===== config.mk =====
export PLATFORM = sky130hd
export DESIGN_NAME = pll_drp_reconfig
export DESIGN_NICKNAME = d
export VERILOG_FILES = /design/src/rtl/pll_drp_pkg.sv /design/src/rtl/pll_lock_sync.sv /design/src/rtl/pll_drp_reconfig.sv
export SDC_FILE = /design/constraint.sdc
export NUM_CORES = 1
export LEC_CHECK = 0
export CAP_MARGIN = 20
export CORE_MARGIN = 10
export CORE_UTILIZATION = 51
export CTS_CLUSTER_SIZE = 25
export DETAILED_ROUTE_END_ITERATION = 10
export GPL_TIMING_DRIVEN = 0
export PLACE_DENSITY = 0.83
export SETUP_SLACK_MARGIN = 0.02
export SLEW_MARGIN = 20
export SYNTH_ARGS = -nofsm -noshare
export SYNTH_HDL_FRONTEND = slang
export SYNTH_SLANG_ARGS = --single-unit

===== constraint.sdc =====
create_clock -name DCLK -period 5.4 [get_ports DCLK]
set_input_delay 0.81 -clock DCLK [delete_from_list [all_inputs] [get_ports DCLK]]
set_output_delay 0.81 -clock DCLK [all_outputs]
set_load 0.01 [all_outputs]

===== src/rtl/pll_drp_pkg.sv =====
// Shared types and helpers for the PLL DRP reconfiguration sequencer.
package pll_drp_pkg;

  localparam int DRP_ADDR_W = 7;
  localparam int DRP_DATA_W = 16;

  typedef enum logic [3:0] {
    IDLE,
    HOLD_RST,
    RD_REQ,
    RD_WAIT,
    WR_REQ,
    WR_WAIT,
    NEXT,
    WAIT_LOCK,
    FIN_OK,
    FIN_ERR
  } state_t;

  // Read-modify-write merge: mask bits set keep the value read back,
  // mask bits clear take the table data.
  function automatic logic [DRP_DATA_W-1:0] drp_merge(
    input logic [DRP_DATA_W-1:0] rd,
    input logic [DRP_DATA_W-1:0] mask,
    input logic [DRP_DATA_W-1:0] data
  );
    return (rd & mask) | (data & ~mask);
  endfunction

endpackage


===== src/rtl/pll_lock_sync.sv =====
// Two-flop synchronizer bringing the PLL LOCKED flag into the DCLK domain.
module pll_lock_sync (
  input  logic clk,
  input  logic rstn,
  input  logic locked,
  output logic locked_sync
);

  logic lock_p0;
  logic lock_p1;

  // Stage 0 captures the asynchronous flag, stage 1 settles metastability.
  always_ff @(posedge clk) begin
    if (!rstn) begin
      lock_p0 <= 1'b0;
      lock_p1 <= 1'b0;
    end else begin
      lock_p0 <= locked;
      lock_p1 <= lock_p0;
    end
  end

  assign locked_sync = lock_p1;

endmodule


===== src/rtl/pll_drp_reconfig.sv =====
// DRP reconfiguration sequencer: holds the PLL in reset, walks an external
// (address, mask, data) table doing read-modify-writes, then waits for lock.
module pll_drp_reconfig
  import pll_drp_pkg::*;
#(
  parameter int  NUM_ENTRIES  = 23,
  parameter int  DRDY_TIMEOUT = 64,
  parameter int  LOCK_TIMEOUT = 4096,
  parameter int  RST_HOLD     = 4,
  localparam int IDX_W        = (NUM_ENTRIES > 1) ? $clog2(NUM_ENTRIES) : 1
) (
  input  logic                  DCLK,
  input  logic                  RSTN,
  input  logic                  START,
  output logic [IDX_W-1:0]      ENTRY_IDX,
  input  logic [DRP_ADDR_W-1:0] ENTRY_ADDR,
  input  logic [DRP_DATA_W-1:0] ENTRY_MASK,
  input  logic [DRP_DATA_W-1:0] ENTRY_DATA,
  output logic [DRP_ADDR_W-1:0] DADDR,
  output logic [DRP_DATA_W-1:0] DI,
  output logic                  DEN,
  output logic                  DWE,
  input  logic [DRP_DATA_W-1:0] DO,
  input  logic                  DRDY,
  input  logic                  LOCKED,
  output logic                  PLL_RST,
  output logic                  BUSY,
  output logic                  DONE,
  output logic                  ERR
);

  localparam int CNT_MAX_DL = (DRDY_TIMEOUT > LOCK_TIMEOUT) ? DRDY_TIMEOUT : LOCK_TIMEOUT;
  localparam int CNT_MAX    = (CNT_MAX_DL > RST_HOLD) ? CNT_MAX_DL : RST_HOLD;
  localparam int CNT_W      = $clog2(CNT_MAX + 1);

  localparam logic [CNT_W-1:0] DRDY_LAST = CNT_W'(DRDY_TIMEOUT - 1);
  localparam logic [CNT_W-1:0] LOCK_LAST = CNT_W'(LOCK_TIMEOUT - 1);
  localparam logic [CNT_W-1:0] HOLD_LOAD = CNT_W'(RST_HOLD);
  localparam logic [IDX_W-1:0] IDX_LAST  = IDX_W'(NUM_ENTRIES - 1);

  state_t           state;
  logic [CNT_W-1:0] cnt;
  logic             last_done;
  logic             locked_sync;

  pll_lock_sync u_lock_sync (
    .clk         (DCLK),
    .rstn        (RSTN),
    .locked      (LOCKED),
    .locked_sync (locked_sync)
  );

  // Sequencer FSM. DEN/DADDR are registered on entry to RD_REQ/WR_REQ so the
  // strobe is high exactly during that state. The table index advances at the
  // end of WR_WAIT so the combinational lookup already shows the next entry
  // while NEXT launches its read; last_done remembers the final entry.
  always_ff @(posedge DCLK) begin
    if (!RSTN) begin
      state     <= IDLE;
      cnt       <= '0;
      last_done <= 1'b0;
      ENTRY_IDX <= '0;
      DADDR     <= '0;
      DI        <= '0;
      DEN       <= 1'b0;
      DWE       <= 1'b0;
      PLL_RST   <= 1'b0;
      BUSY      <= 1'b0;
      DONE      <= 1'b0;
      ERR       <= 1'b0;
    end else begin
      case (state)
        IDLE, FIN_OK, FIN_ERR: begin
          if (START) begin
            DONE      <= 1'b0;
            ERR       <= 1'b0;
            BUSY      <= 1'b1;
            PLL_RST   <= 1'b1;
            ENTRY_IDX <= '0;
            last_done <= 1'b0;
            cnt       <= HOLD_LOAD;
            state     <= HOLD_RST;
          end
        end
        HOLD_RST: begin
          if (cnt == '0) begin
            DADDR <= ENTRY_ADDR;
            DEN   <= 1'b1;
            DWE   <= 1'b0;
            state <= RD_REQ;
          end else begin
            cnt <= cnt - CNT_W'(1);
          end
        end
        RD_REQ: begin
          DEN   <= 1'b0;
          cnt   <= '0;
          state <= RD_WAIT;
        end
        RD_WAIT: begin
          if (DRDY) begin
            DI    <= drp_merge(DO, ENTRY_MASK, ENTRY_DATA);
            DEN   <= 1'b1;
            DWE   <= 1'b1;
            state <= WR_REQ;
          end else if (cnt == DRDY_LAST) begin
            PLL_RST <= 1'b0;
            BUSY    <= 1'b0;
            ERR     <= 1'b1;
            state   <= FIN_ERR;
          end else begin
            cnt <= cnt + CNT_W'(1);
          end
        end
        WR_REQ: begin
          DEN   <= 1'b0;
          DWE   <= 1'b0;
          cnt   <= '0;
          state <= WR_WAIT;
        end
        WR_WAIT: begin
          if (DRDY) begin
            if (ENTRY_IDX == IDX_LAST) begin
              last_done <= 1'b1;
            end else begin
              ENTRY_IDX <= ENTRY_IDX + IDX_W'(1);
            end
            state <= NEXT;
          end else if (cnt == DRDY_LAST) begin
            PLL_RST <= 1'b0;
            BUSY    <= 1'b0;
            ERR     <= 1'b1;
            state   <= FIN_ERR;
          end else begin
            cnt <= cnt + CNT_W'(1);
          end
        end
        NEXT: begin
          if (last_done) begin
            PLL_RST <= 1'b0;
            cnt     <= '0;
            state   <= WAIT_LOCK;
          end else begin
            DADDR <= ENTRY_ADDR;
            DEN   <= 1'b1;
            DWE   <= 1'b0;
            state <= RD_REQ;
          end
        end
        WAIT_LOCK: begin
          if (locked_sync) begin
            BUSY  <= 1'b0;
            DONE  <= 1'b1;
            state <= FIN_OK;
          end else if (cnt == LOCK_LAST) begin
            BUSY  <= 1'b0;
            ERR   <= 1'b1;
            state <= FIN_ERR;
          end else begin
            cnt <= cnt + CNT_W'(1);
          end
        end
        default: state <= IDLE;
      endcase
    end
  end

endmodule


---- Yosys cells after proc, flatten, opt, wreduce, memory -nomap -nowiden ----
Cells that the tools add are included.
storage, ports and cells
  logic and storage cells ................. 125
  register bits after elaboration ......... 54
  output and inout bits ................... 34
  input bits .............................. 60
cells by class
  add/sub/neg operators ................... 3
  mux-type cells .......................... 50
  bitwise gates (word level) .............. 4
  equal/unequal tests ..................... 29
  reductions and logical operators ........ 25
operators with widths
  cell                   count
  $mux 13                7
  $pmux 13 s6            1
  $and 16x16->16         2
  $pmux 4 s8             1
  $mux 4                 7
  $ne 2x2->1 const B     14
  $mux 1                 19
  $eq 4x3->1 const B     4
  $not 16->16            1
  $or 16x16->16          1
  $reduce_and 4->1       4
  $mux 5                 3
  $mux 7                 2
  $pmux 7 s2             1
  $add 13x1->13 const B  1
  $eq 13x12->1 const B   1
  $eq 13x6->1 const B    1
  $logic_not 13->1       1
  $sub 13x1->13 const B  1
  $pmux 5 s2             1
  $reduce_and 5->1       2
  $pmux 1 s3             3
  $reduce_and 3->1       3
  $eq 4x2->1 const B     2
  other kinds (19)       28

---- Depth between registers and ports, before layout ----
Gate-level depths: netlist (run 1).
  depth after elaboration ................. 4
  gate-level depth with buffers ........... 14
  depth with buffers taken out ............ 10

---- Hierarchy ----
A second synthesis (run 1) with hierarchy kept.
second synthesis, totals
  cells, all modules ...................... 396
  area, all modules ....................... 3250.6 um2
by module, submodules not included
  module            area each (um2)  cells each  sequential area each (um2)  times used
  pll_drp_reconfig  3198.1           392         1041.0                      1
  pll_lock_sync     52.6             4           40.0                        1

---- Worst setup path before layout (run 1) ----
OpenSTA, ideal clock, no wires.
  path type ............................... register -> register
  start point ............................. register state[3]
  end point ............................... register cnt[12]
  required time ........................... 5.329 ns
  library setup time ...................... 0.071 ns
  arrival ................................. 2.810 ns
  path slack .............................. 2.519 ns
  buffers on the path ..................... 4
  stages on the path, launching flop included .. 14
  clock period less this slack ............ 2.881 ns
  cell sequence ........................... dfxtp_1 > clkbuf_2 > nand2b_1 > clkbuf_1 > nor2_1 > buf_2 > xnor2_1 > ha_1 > clkbuf_1 > nand2_1 > o31ai_1 > a32o_2 > or4b_1 > a21oi_1
on the way
  longest elaborated chain between the ends .. 4
  elaborated cells on any way between the ends .. 23
  classes of those cells .................. 16 x eq/ne; 1 x mux; 6 x reduce/logical
ends and longest elaborated chain
  what                                                              line                     text
  start, declared                                                   pll_drp_reconfig.sv:41   state_t state;
  start signal, assigned                                            pll_drp_reconfig.sv:59   state <= IDLE;
  start signal, assigned                                            pll_drp_reconfig.sv:82   state <= HOLD_RST;
  start signal, assigned                                            pll_drp_reconfig.sv:90   state <= RD_REQ;
  $eq 4x4->1, or another cell as far along                          pll_drp_reconfig.sv:72   case (state)
  $reduce_or 3->1 / $reduce_or 2->1 (equally long branches)         --
  $reduce_bool 6->1 (no line) / $ne 2x2->1 (equally long branches)  --
  $reduce_and 8->1 (no line)                                        --
  end signal, assigned                                              pll_drp_reconfig.sv:92   cnt <= cnt - CNT_W'(1);
  end signal, assigned                                              pll_drp_reconfig.sv:112  cnt <= cnt + CNT_W'(1);
  end signal, assigned                                              pll_drp_reconfig.sv:135  cnt <= cnt + CNT_W'(1);
  end, declared                                                     pll_drp_reconfig.sv:42   logic [CNT_W-1:0] cnt;
Parallel ways exist; a longest one is shown, timed or not.
A chain may end at the register's enable or synchronous reset.

---- Worst setup path in the final report (run 1) ----
  start point ............................. register state[2]
  end point ............................... register cnt[12]
Same word-level chain as after synthesis.

==> results.sh, run 1 <==
export IMPL_status="complete, no violations"
export IMPL_postRouteAntennaNets=0
export IMPL_power_w=0.00212
export IMPL_antenna_found_initial=0
export IMPL_coreArea_um2=5990
export IMPL_cp_max_fo=10
export IMPL_routed_wl_um=10700
export IMPL_grt_max_degree=17
export IMPL_clockBufferDepth=2
export IMPL_grt_busiest_layer="met2"
export IMPL_ys_warnings_count=0
export IMPL_fmax_mhz=286
export IMPL_yosysUniqueCellTypes=63
export IMPL_placed_cells_incl_taps=574
export IMPL_drt_vias_per_instance=6.10
export IMPL_multi_input_area_um2=1920
export IMPL_period_needed_ps=3490
export IMPL_io_pins=94
export IMPL_syn_num_nets=471
export IMPL_cts_repair_resized=0
export IMPL_fin_cells=582
export IMPL_fillers=511
export IMPL_grt_util_met3=0.107
export IMPL_max_slew_worst_pin_slew_ps=603
export IMPL_pre_cts_ws_ps=2000
export IMPL_area_delta_synth_final_pct=35.2
export IMPL_ir_drop_uv=287
export IMPL_ys_top_cells_by_area="dfxtp_1 34%, mux2i_1 5.9%, nor2_1 5.2%"
export IMPL_met2_usage=0.340
export IMPL_port_buffers=92
export IMPL_cap_violations=0
export IMPL_num_vias=3551
export IMPL_ys_seq_area_frac=0.338
export IMPL_reg2reg_slack_ps=1910
export IMPL_slew_viol_final=0
export IMPL_crit_path_start_kind="register"
export IMPL_p_leak_nw=1.53
export IMPL_grt_ovfl_total=0
export IMPL_setup_viol=0
export IMPL_use_met1=0.252
export IMPL_hp_class="reg -> reg"
export IMPL_yosys_top_cells_count="54 x dfxtp_1, 44 x nor2_1, 33 x nand2_1"
export IMPL_clock_sinks=54
export IMPL_grt_pass1_vias=3537
export IMPL_insertion_delay_ps=310
export IMPL_drive_gt1_frac=0.0592
export IMPL_synth_top_area_share=0.338
export IMPL_place_congestion=0.964
export IMPL_final_nets=570
export IMPL_postSynthAreaPerCell_um2=7.86
export IMPL_wl_per_cell_um=18.4
export IMPL_die_area_um2=9840
export IMPL_dp_hpwl_um=8350
export IMPL_finalClockSkew_ps=11.3
export IMPL_crit_required_ps=5640
export IMPL_ys_flop_type="dfxtp_1"
export IMPL_drtIter0Drc=284
export IMPL_synth_top_area_cell="dfxtp_1"
export IMPL_die_w_um=99.2
export IMPL_antenna_cells=0
export IMPL_post_cts_setup_buffers=0
export IMPL_placed_cell_area_um2=4210
export IMPL_synthArstFlopShare=0
export IMPL_route_detailed_drc=0
export IMPL_grt_pass1_wl_um=17800
export IMPL_rsz0062_at_grt="false"
export IMPL_ys_ff_latch=54
export IMPL_critical_path_class="reg -> reg"
export IMPL_hold_violations=0
export IMPL_regArea_um2=1080
export IMPL_start_util=0.534
export IMPL_rows=28
export IMPL_ctsHoldBuffers=0
export IMPL_layout_setup_ws_ps=1910
export IMPL_grtUsageTotal=0.215
export IMPL_clkSlewWorstSetupHoldPaths_ps=100
export IMPL_synth_area_um2=3200
export IMPL_cts_tree="done"
export IMPL_critPathCaptureType="register"
export IMPL_first_pass_iters=5
export IMPL_power_density_nw_per_um2=490
export IMPL_post_route_period_util=0.647
export IMPL_slew_headroom=0.598
export IMPL_arrival_ps=3730
export IMPL_synth_edf_count=0
export IMPL_root_buffer="clkbuf_8"
export IMPL_yosysMostFrequentCell="dfxtp_1"
export IMPL_setup_tns_ps=0
export IMPL_netlist_instances=407
export IMPL_dieHeight_um=99.2
export IMPL_numCtsBuffers=5
export IMPL_final_area_um2=4320
export IMPL_h_tree_depth=2
## critical path, cell delays in order (launching register included)
cell	delay (ps)
dfxtp_1	310
buf_2	170
nor2_1	190
clkbuf_1	410
nor2_1	190
buf_2	230
xnor2_1	160
ha_1	160
clkbuf_1	350
nand2_1	130
o31ai_1	310
a32o_2	240
or4b_1	430
a21oi_1	140
## metrics by stage
step	util	hold WS, ps
6_report	0.722	440
2_1_floorplan	-	412
4_1_cts	0.722	441
5_1_grt	0.722	466
3_5_place_dp	0.703	419
3_3_place_gp	0.703	414
## layer usage
layer | part of all wire | wire length [um] | vias up
met4 | 0.015 | 160 | 0
met1 | 0.38 | 4090 | 1638
met5 | 0 | 0 | -
met2 | 0.46 | 4940 | 204
li1 | - | - | 1690
met3 | 0.14 | 1530 | 19
## worst paths after layout
check | start | endpoint | cells past startpoint
setup / recovery | state[2] | cnt[12] | 13
setup reg to reg | state[2] | cnt[12] | 13
hold / removal | u_lock_sync.lock_p0 | u_lock_sync.locked_sync | 1
hold reg to reg | u_lock_sync.lock_p0 | u_lock_sync.locked_sync | 1
## cell type report
class | instances | share of cell area
well taps | 75 | 0.0217
plain buffers | 39 | 0.0414
clock buffers | 6 | 0.0168
clock inverters | 2 | 0.00868
inverters | 6 | 0.00521
flip-flops and latches | 54 | 0.250
repair buffers | 92 | 0.213
multi-input cells | 308 | 0.443
## state kept, by name (all words and copies together) (netlist names)
signal	cells
DI	16
state	4
u_lock_sync.lock_p0	1
DEN	1
u_lock_sync.locked_sync	1
ERR	1
BUSY	1
ENTRY_IDX	5
PLL_RST	1
last_done	1
DWE	1
DONE	1
cnt	13
DADDR	7
## cell families (layout without fill, tap and decap cells)
kind of cell             count (synthesis)  in the layout  synth area share
AO/OA/AOI/OAI                          107            107             0.226
XOR/XNOR                                 9              9            0.0246
multiplexers                            19             19            0.0594
adder cells (fa/ha/maj)                  4              4            0.0156
buffers and inverters                   45            145            0.0630
AND/OR/NAND/NOR                        169            169             0.274
flip-flops                              54             54             0.338
## power by group
| group | total (W) | internal (W) | switching (W) |
|---|---|---|---|
| clock | 0.000277 | 0.000139 | 0.000138 |
| sequential | 0.000560 | 0.000487 | 0.0000736 |
| combinational | 0.00128 | 0.000559 | 0.000726 |
| total | 0.00212 | 0.00118 | 0.000937 |
## cell usage in the layout, fill, tap and decap left out, types with 3 or more instances in the layout
cell type and n:
clkdlybuf4s50_1 92, dfxtp_1 54, nor2_1 44, nand2_1 33
a21oi_1 28, clkbuf_1 26, a211oi_1 20, nand3_1 19
mux2i_1 19, o21ai_0 17, nand2b_1 8, nor3_1 8
nand4_1 8, nor2b_1 8, o22ai_1 8, buf_2 7
nor4_1 7, a31oi_1 7, or3_1 7, inv_1 5
xor2_1 5, clkbuf_8 5, xnor2_1 4, or4_1 4
ha_1 4, nor3b_1 3, or2_2 3, o31ai_1 3
Note: power is estimated with default switching activity, not from simulation.
==> inputs of run 2 (changes only) <==
CORE_UTILIZATION = 43   (was 51)
PLACE_DENSITY = 0.75   (was 0.83)
clock period = 2.9 ns   (was 5.4 ns; I/O delays follow)
==> results.sh, run 2 (synthesis gave the netlist of run 1 again) <==
export IMPL_postRouteAntennaNets=0
export IMPL_placed_cells_incl_taps=598
export IMPL_crit_path_start_kind="register"
export IMPL_dp_hpwl_um=7800
export IMPL_layout_setup_ws_ps=192
export IMPL_crit_reg2reg_launch="state[0]"
export IMPL_critPathCaptureType="register"
export IMPL_clockBufferDepth=2
export IMPL_clock_sinks=54
export IMPL_die_area_um2=11300
export IMPL_num_vias=3461
export IMPL_dieHeight_um=106
export IMPL_top_register="DI"
export IMPL_status="complete, no violations"
export IMPL_root_buffer="clkbuf_8"
export IMPL_routed_wl_um=10300
export IMPL_grt_pass1_vias=3385
export IMPL_max_slew_worst_pin_slew_ps=575
export IMPL_slew_viol_final=0
export IMPL_ir_drop_uv=376
export IMPL_critical_path_class="reg -> reg"
export IMPL_finalClockSkew_ps=7.95
export IMPL_top_regs="DI (16), cnt (13), DADDR (7)"
export IMPL_reg2reg_slack_ps=190
export IMPL_port_buffers=92
export IMPL_drtIter0Drc=216
export IMPL_hold_violations=0
export IMPL_final_nets=573
export IMPL_power_density_nw_per_um2=896
export IMPL_most_common_layout_cells="92 x clkdlybuf4s50_1, 52 x dfxtp_1, 42 x nor2_1"
export IMPL_antenna_found_initial=0
export IMPL_place_congestion=0.937
export IMPL_h_tree_depth=2
export IMPL_crit_required_ps=3150
export IMPL_grt_ovfl_total=0
export IMPL_wl_per_cell_um=17.0
export IMPL_cp_max_fo=10
export IMPL_route_detailed_drc=0
export IMPL_die_w_um=106
export IMPL_startpoint="state[0]"
export IMPL_rr_worst_depth=13
export IMPL_setup_viol=0
export IMPL_grt_max_degree=18
export IMPL_cap_violations=0
export IMPL_drt_vias_per_instance=5.68
export IMPL_largest_reg_flops=16
export IMPL_area_delta_synth_final_pct=38.5
export IMPL_timing_rr_end="cnt[12]"
export IMPL_fin_cells=609
export IMPL_antenna_cells=0
export IMPL_fmax_mhz=369
export IMPL_final_area_um2=4430
export IMPL_post_route_period_util=0.934
export IMPL_io_pins=94
export IMPL_hp_class="reg -> reg"
export IMPL_drive_gt1_frac=0.0843
export IMPL_crit_end="cnt[12]"
export IMPL_arrival_ps=2960
export IMPL_p_leak_nw=1.57
export IMPL_grtUsageTotal=0.178
export IMPL_period_needed_ps=2710
export IMPL_first_pass_iters=7
export IMPL_insertion_delay_ps=330
export IMPL_start_util=0.441
export IMPL_rsz0062_at_grt="false"
export IMPL_rows=31
export IMPL_placed_cell_area_um2=4250
export IMPL_pre_cts_ws_ps=-385
export IMPL_cts_tree="done"
export IMPL_slew_headroom=0.617
export IMPL_coreArea_um2=7250
export IMPL_grt_pass1_wl_um=16900
export IMPL_numCtsBuffers=5
export IMPL_clkSlewWorstSetupHoldPaths_ps=100
export IMPL_layout_commonest_cell="clkdlybuf4s50_1"
export IMPL_power_w=0.00397
export IMPL_setup_tns_ps=0
## run 2: cell types whose count changed in the layout (fill, tap and decap cells not counted), sizes merged
cell and delta:
buf +7, bufinv -1, clkbuf -4, clkinv +2, clkinvlp -1
## run 2: cell type report
type | count | area [um^2]
multi-input combinational | 308 | 1940
timing repair buffer | 96 | 951
tap | 99 | 124
clock inverter | 2 | 17.5
buffer | 38 | 205
inverter | 6 | 22.5
fill | 668 | 2820
sequential | 54 | 1080
clock buffer | 6 | 82.6
## run 2: worst min-delay path by stage
| stage | from | to | slack (ps) | cells past startpoint |
|---|---|---|---|---|
| final | u_lock_sync.lock_p0 | u_lock_sync.locked_sync | 450 | 1 |
| after global routing | u_lock_sync.lock_p0 | u_lock_sync.locked_sync | 480 | 1 |
| after CTS | u_lock_sync.lock_p0 | u_lock_sync.locked_sync | 450 | 1 |
| after detailed placement | u_lock_sync.lock_p0 | u_lock_sync.locked_sync | 420 | 1 |
| after global placement | u_lock_sync.lock_p0 | u_lock_sync.locked_sync | 420 | 1 |
| after floorplan | u_lock_sync.lock_p0 | u_lock_sync.locked_sync | 410 | 1 |
## run 2: metal layers
layer  vias up  GRT usage  wire [um]
met3        19     0.0417        713
met2       133      0.291       5020
met4         0     0.0629        231
li1       1707          -          -
met1      1602      0.225       4360
met5         -          0          0
## run 2: report_power, final
part           total, W  internal [W]  switching (W)  leakage (nW)
Sequential      0.00104      0.000907       0.000135         0.439
Combinational   0.00246       0.00110        0.00136          1.07
Clock          0.000468      0.000197       0.000271        0.0514
## run 2: stage by stage
step / util / hold slack (ps)
6_report: 0.611 / 446
5_1_grt: 0.611 / 481
4_1_cts: 0.605 / 451
3_5_place_dp: 0.585 / 419
3_3_place_gp: 0.585 / 417
2_1_floorplan: - / 412
## run 2: repair_timing
action / in CTS / in global routing
pin swaps: 1 / 3
hold buffers: 0 / 0
gates cloned: 0 / 0
endpoints found under the setup margin: 5 / 2
setup buffers: 2 / 2
hold endpoints to repair: 0 / 0
gates resized for setup: 10 / 13
## run 2: worst max-delay path: stages, from the launching register on
cell and delay, ps:
dfxtp_2 340, buf_6 130, nand2b_1 80, buf_4 190
nor2_4 160, buf_6 150, xnor2_1 130, ha_1 180
buf_6 140, nand2_1 100, o31ai_2 210, a32o_2 230
or4b_1 440, a21oi_1 150
==> inputs of run 3 (changes only) <==
SLEW_MARGIN = not set   (was 20)
==> results of run 3 <==
No change in the layout: final DEF, timing and power equal those of run 2.
